### config.mk
export PLATFORM = sky130hd
export DESIGN_NAME = switch_load_conditioner
export DESIGN_NICKNAME = d
export VERILOG_FILES = /design/src/rtl/switch_load_conditioner.sv
export SDC_FILE = /design/constraint.sdc
export NUM_CORES = 1
export LEC_CHECK = 0
export ABC_CLOCK_PERIOD_IN_PS = 1400
export CAP_MARGIN = 25
export CORE_AREA = 5 5 58 60
export DETAILED_ROUTE_END_ITERATION = 6
export DIE_AREA = 0 0 63 65
export HOLD_SLACK_MARGIN = 0.03
export PLACE_DENSITY = 0.79
export SLEW_MARGIN = 20
export SYNTH_ARGS = -nofsm -noshare
export SYNTH_HDL_FRONTEND = slang
export SYNTH_SLANG_ARGS = --single-unit
### constraint.sdc
create_clock -name clock -period 1.4 [get_ports clock]
set_input_delay 0.28 -clock clock [delete_from_list [all_inputs] [get_ports clock]]
set_output_delay 0.28 -clock clock [all_outputs]
set_load 0.03 [all_outputs]
### src/rtl/switch_load_conditioner.sv
// Switch/button front end: synchronizers, per-line debounce and the one-cycle load strobe.
// Build option: define AUTO_LOAD_EN to also strobe 'enabling' on any debounced switch change.
module switch_load_conditioner #(
  parameter int WIDTH           = 4,
  parameter int SYNC_STAGES     = 2,
  parameter int DEBOUNCE_CYCLES = 16
) (
  input  logic             clock,
  input  logic             reset_n,
  input  logic [WIDTH-1:0] sw_raw,
  input  logic             btn_load_raw,
  output logic [WIDTH-1:0] sw_clean,
  output logic             btn_clean,
  output logic             enabling
);

  localparam int NL = WIDTH + 1;
  localparam int CW = (DEBOUNCE_CYCLES > 1) ? $clog2(DEBOUNCE_CYCLES) : 1;
  localparam logic [CW-1:0] CNT_LAST = CW'(DEBOUNCE_CYCLES - 1);

  logic [NL-1:0]                   raw_vec;
  logic [SYNC_STAGES-1:0][NL-1:0]  sync_q, sync_d;
  logic [NL-1:0]                   sync_x;
  logic [NL-1:0]                   clean_q, clean_d;
  logic [NL-1:0][CW-1:0]           cnt_q, cnt_d;
  logic                            btn_q, btn_d;
  logic                            enabling_q, enabling_d;
  logic                            load_edge;

  // Button rides as the top line so all lines share one synchronizer/debounce path.
  assign raw_vec = {btn_load_raw, sw_raw};
  assign sync_x  = sync_q[SYNC_STAGES-1];

  always_comb begin
    sync_d = {sync_q[SYNC_STAGES-2:0], raw_vec};
  end

  always_comb begin
    clean_d = clean_q;
    cnt_d   = '0;
    for (int i = 0; i < NL; i++) begin
      if (sync_x[i] != clean_q[i]) begin
        if (cnt_q[i] == CNT_LAST) begin
          clean_d[i] = sync_x[i];
        end else begin
          cnt_d[i] = cnt_q[i] + CW'(1);
        end
      end
    end
  end

  assign btn_d     = clean_q[WIDTH];
  assign load_edge = clean_q[WIDTH] & ~btn_q;

`ifdef AUTO_LOAD_EN
  logic [WIDTH-1:0] sw_q, sw_d;

  assign sw_d = clean_q[WIDTH-1:0];

  always_ff @(posedge clock or negedge reset_n) begin
    if (!reset_n) begin
      sw_q <= '0;
    end else begin
      sw_q <= sw_d;
    end
  end

  // A coincident button edge and switch change merge into one pulse.
  always_comb begin
    enabling_d = load_edge | (clean_q[WIDTH-1:0] != sw_q);
  end
`else
  always_comb begin
    enabling_d = load_edge;
  end
`endif

  always_ff @(posedge clock or negedge reset_n) begin
    if (!reset_n) begin
      sync_q     <= '0;
      clean_q    <= '0;
      cnt_q      <= '0;
      btn_q      <= 1'b0;
      enabling_q <= 1'b0;
    end else begin
      sync_q     <= sync_d;
      clean_q    <= clean_d;
      cnt_q      <= cnt_d;
      btn_q      <= btn_d;
      enabling_q <= enabling_d;
    end
  end

  assign sw_clean  = clean_q[WIDTH-1:0];
  assign btn_clean = clean_q[WIDTH];
  assign enabling  = enabling_q;

endmodule

==> flow_summary.toml <==
[run_status]
status = "finished clean"

[timing]
finalMaxSlewViolations = 0
rsz0062_at_grt = "false"
skew_ns = 0.00711
finalCriticalPeriod_ns = 1.33
fmax_ghz = 0.752
maxSlewHeadroom_pct = 73.7
setup_violations = 0
min_period_over_period_pct = 94.9
tns_ns = 0
finalHoldViolCount = 0
tightestPinTransition_ns = 0.392

[yosys]
synthTopCellsByCount = "dfrtp_1, a21oi_1, xnor2_1"
syn_area_sq_um = 1460
avgSynthCellArea_sq_um = 14.2
synth_top_area_share_pct = 63.5
synth_area_leader_cell = "dfrtp_1"
synth_cells = 103
yosysSeqAreaShare_pct = 63.5
synth_edf_count = 0
yosys-top-cells-area = "dfrtp_1, xnor2_1, mux2_4"
synth_ff_type = "dfrtp_1"
ys_warn_count = 0
ys_seq_elements = 37
yosys.cell_count.top_type = "dfrtp_1"
ys_async_sr_fraction_pct = 100
syn_nets = 115
synth.distinct_cells = 12

[drt]
vias_per_cell = 5.25
drc = 0
vias = 824
wl_per_cell_um = 13.3
firstDrtPassIters = 4
first_iter_violations = 29
routed_wl_um = 2090
antenna_left = 0

[worst_setup_path]
critical_path.startpoint_type = "flop"
cp_slowest_cell = "dfrtp_1"
crit_cells = 1
cp_max_fo = 1
crit_required_ns = 1.12
path_cells = "clkdlybuf4s15_1"
cp.buffers_inverters = 1
cp-end-kind = "output port"
cp_data_arrival_time_ns = 1.05
critical_path_class = "flop to output port"
cp_top_family = "flip-flops"
r2r_cells = 3
cpPeakStageDelay_ns = 0.38

[cells_and_area]
seq_area_sq_um = 926
drive_above_1_share_pct = 23.4
nFillCells = 229
stdcell_count = 157
n_antenna_cell = 0
nNetsFinal = 136
areaGrowthSynthToFinish_pct = 17.5
multi_input_area_sq_um = 513

[run]
maxCapViolCount = 0

[floorplanning]
dieArea_sq_um = 4100
core_sq_um = 2880
num_rows = 20
initial_core_util_pct = 50.7
die_height_um = 65
io_pins = 13
die_w_um = 63

[power]
p_leak_uw = 0.000757
powerDensity_nw_per_um2 = 1160
vdd.ir_drop.worst_uv = 686

[global_route]
antenna_found_initial = 0
grt_start_max_net_pins = 38
met3_usage_pct = 5.37
grt_pass1_vias = 853
grt_pass1_wl_um = 3710
top_usage_layer = "met2"
met1_usage_pct = 14.0
grtUsageMet2_pct = 17.6
grt_usage_pct = 11.7
gr-total-overflow = 0

[cts]
cts_sinks = 37
cts.clk_slew.worst_paths_ns = 0.11
numCtsBuffers = 5
htree_levels = 2
cts_tree = "built"
clock-root-buffer = "clkbuf_4"
insertion_delay_ns = 0.33
cts_max_path_buffers = 2

[hold_path]
worstHoldPathType = "flop to flop"
worst_hold_path.num_cells = 0

[placement]
gp_congestion = 0.740
dp.cells = 149
dp_hpwl_um = 1480
port_buffers = 12
-- state kept, by name, indices dropped and copies added, names as in the netlist --
| name | cells |
|---|---|
| sync_x | 5 |
| enabling | 1 |
| cnt_q | 20 |
| sync_d | 5 |
| btn_q | 1 |
| clean_q | 5 |
-- kinds of logic after synthesis --
kind of cell	count (synthesis)	share of synthesized area [%]
compound gates	15	5.15
fa+ha+maj	5	4.29
mux	5	5.15
buf+inv	5	1.29
xor+xnor	10	6.01
flops	37	63.5
simple gates	26	14.6
-- power by group --
group | internal [uW] | switching (uW)
Sequential | 1120 | 47.2
Combinational | 69.3 | 61.6
Clock | 364 | 323
Total | 1550 | 432
-- cells in the final DEF (no fill, tap or decap) --
cell              n
clkdlybuf4s15_1   1
inv_1             5
clkbuf_2          1
ha_1              5
clkinv_2          1
buf_2             1
a21oi_1          10
nor2_1            5
nand3_2           5
dlygate4sd3_1     1
nor2b_1           6
dfrtp_1          37
mux2_4            5
buf_12            1
buf_4             1
nand4b_1          5
clkbuf_4          5
clkdlybuf4s50_1   5
bufinv_16         1
xnor2_1          10
o21ai_0           5
nor3b_2           5
clkdlybuf4s15_2   3
-- through the flow --
stage,utilization [%],hold WS [ns],cell area (sq um),setup slack [ns],power (uW)
floorplan,-,-0.0156,1460,0.280,1250
global placement,56.7,0.255,1630,0.0879,1310
detailed placement,56.7,0.258,1630,0.0667,1320
CTS,59.7,0.351,1720,0.00408,2010
global route,59.5,0.345,1710,0.00140,2090
finish,59.5,0.356,1710,0.0709,1980
-- metal layers --
layer / vias up / share of wire [%]
li1: 394 / -
met1: 404 / 44
met2: 20 / 48
met3: 6 / 6.0
met4: 0 / 1.5
met5: - / 0
-- layout make-up --
cell class / instances / share of cell area, %
Sequential cell: 37 / 54.1
Inverter: 5 / 1.10
Multi-Input combinational cell: 61 / 29.9
Timing Repair Buffer: 14 / 8.25
Clock buffer: 5 / 2.19
Tap cell: 33 / 2.41
Clock inverter: 2 / 2.05
-- worst paths after layout --
path / slack (ns) / start / to
worst max-delay path: 0.07 / enabling / enabling
worst min-delay path: 0.36 / sync_d[7] / sync_x[2]
worst max register to register: 0.20 / cnt_q[4] / clean_q[1]
worst min register to register: 0.36 / sync_d[7] / sync_x[2]
max in group asynchronous: 0.80 / reset_n / cnt_q[8]
min in group asynchronous: 0.42 / reset_n / enabling
-- what timing repair did --
item                       in CTS  in global routing
buffers inserted                0                  0
gates resized for setup        12                  2
setup endpoints to repair       5                  2
hold endpoints to repair       37                  0
hold buffers                    1                  0
No activity file was read; power rests on OpenSTA's default activity.
==> edit, RTL diff (same flow settings) <==
The output `enabling` loses its register stage (`enabling_q` becomes a continuous assignment).
--- a/src/rtl/switch_load_conditioner.sv
+++ b/src/rtl/switch_load_conditioner.sv
@@ -82,5 +82,4 @@
       cnt_q      <= '0;
       btn_q      <= 1'b0;
-      enabling_q <= 1'b0;
     end else begin
       sync_q     <= sync_d;
@@ -88,7 +87,8 @@
       cnt_q      <= cnt_d;
       btn_q      <= btn_d;
-      enabling_q <= enabling_d;
     end
   end
+
+  assign enabling_q = enabling_d;
 
   assign sw_clean  = clean_q[WIDTH-1:0];
Function: same outputs for any inputs over 10 cycles, from zero or initial values and one cycle with reset_n low; that may be too few to reach the edited logic, so the function may still have changed.
==> edit against the original RTL <==
- total power shrank 7.4%
- cell area shrank 0.44%
- setup slack lost 0.038 ns
- largest cell class unchanged
- area after synthesis shrank 1.7%
- wire length grew 3.2%
- final cell count grew 1.9%
- global-route usage grew 1.0 points
- sequential cell count shrank 1
- sequential share of layout area shrank 1.2 points
- first-iteration DRC count shrank 59%
- fmax shrank 2.8%
==> edit: results (changes against the original RTL) <==
Cells and area
  • Area of the multi-input gates: 520 sq um (+1.5%)
  • Layout cells sized above 1: 0.276 (+0.0417)
  • # fillers: 224 (-2.2%)
  • # nets final: 138 (+1.5%)
  • Clock buffers: 6 (+1)
  • Clock network area share: 0.0360 (-0.00642)
  • Non-clk buf share: 0.0954 (+0.0128)
  • Synthesis-to-finish area growth: 19.0%
  • Sequential cell area: 901 sq um (-2.7%)

Power
  • PnR Total Power: 1840 uW (-7.4%)
  • Pleak: 0.000760 uW (+0.41%)
  • Sw power: 439 uW (+1.7%)
  • Worst vdd ir: 638 uV (-6.9%)

GRT
  • Largest net degree at the start of global routing: 37 (-2.6%)
  • Global-route wire length before repair: 3.92 mm (+5.6%)
  • Gr usage total: 0.127 (+0.0104)
  • Vias in the first global route: 928 (+8.8%)

Placed design
  • Pre-CTS WS: 0.0713 ns (+0.00458 ns)
  • Placed Cells: 151 (+1.3%)
  • Placed Instance Area: 1630 sq um (+0.15%)

Yosys
  • Area contributors post-synth: dfrtp_1, xnor2_1, mux2_4, ha_1, nor3b_2
  • Seq/Total Area, Yosys: 0.629 (-0.00637)
  • Synth Area in XOR/XNOR: 0.0611 (+0.00105)
  • Yosys reg bits: 36 (-2.7%)
  • Post-synthesis mux area share: 0.0524 (+0.000900)
  • Mapped cell area: 1430 sq um (-1.7%)
  • Synth Area in Compound Gates: 0.0524 (+0.000900)
  • Synth cell count leaders: dfrtp_1, a21oi_1, xnor2_1

Route
  • Detailed Route WL: 2.15 mm (+3.2%)
  • Via/cell ratio: 5.06 (-3.7%)
  • DR vias: 809 (-1.8%)
  • Initial DRT Pass Iterations: 3 (-1)

Timing
  • Hold slack: 0.312 ns (-0.0440 ns)
  • Worst clock skew: 0.00639 ns (-0.000719 ns)

Setup path
  • Peak fanout along the critical path: 2 (+1)
  • Crit path DAT: 1.09 ns (+0.04 ns)
  • Critical R2R Capture: clean_q[3]
  • RR Startpoint: cnt_q[12]
  • Worst Setup SP: clean_q[4]

Min path
  • Worst hold path class: input port to asynchronous set/reset pin

Outcome
  • Outcome: finished clean
-- edit: cell types whose count changed after synthesis, sizes merged --
cell,unedited run,this run
dfrtp,37,36
-- edit: critical path, cell delays in order, from the launching register on --
cell	delay, ns
dfrtp_1	0.40
buf_6	0.12
nor2b_4	0.11
buf_6	0.13
-- edit: repair_timing --
action | in CTS | in global routing
endpoints found under the hold margin | 0 | 0
gates cloned | 0 | 0
gates resized for setup | 14 | 4
setup buffers | 1 | 0
endpoints found under the setup margin | 6 | 4
-- edit: how the worst max path moves through the flow --
stage,end,slack [ns],cells after the start
floorplan,enabling,0.06,1
global placement,sw_clean[2],0.08,1
detailed placement,sw_clean[0],0.07,1
CTS,sw_clean[1],0.009,1
global route,enabling,-0.03,3
finish,enabling,0.03,3
-- edit: layer usage --
layer / vias to the layer above / GRT usage / wire (microns)
li1: 400 / - / -
met1: 386 / 0.145 / 965
met2: 18 / 0.204 / 1040
met3: 5 / 0.0381 / 109
met4: 0 / 0.0875 / 40
met5: - / 0 / 0
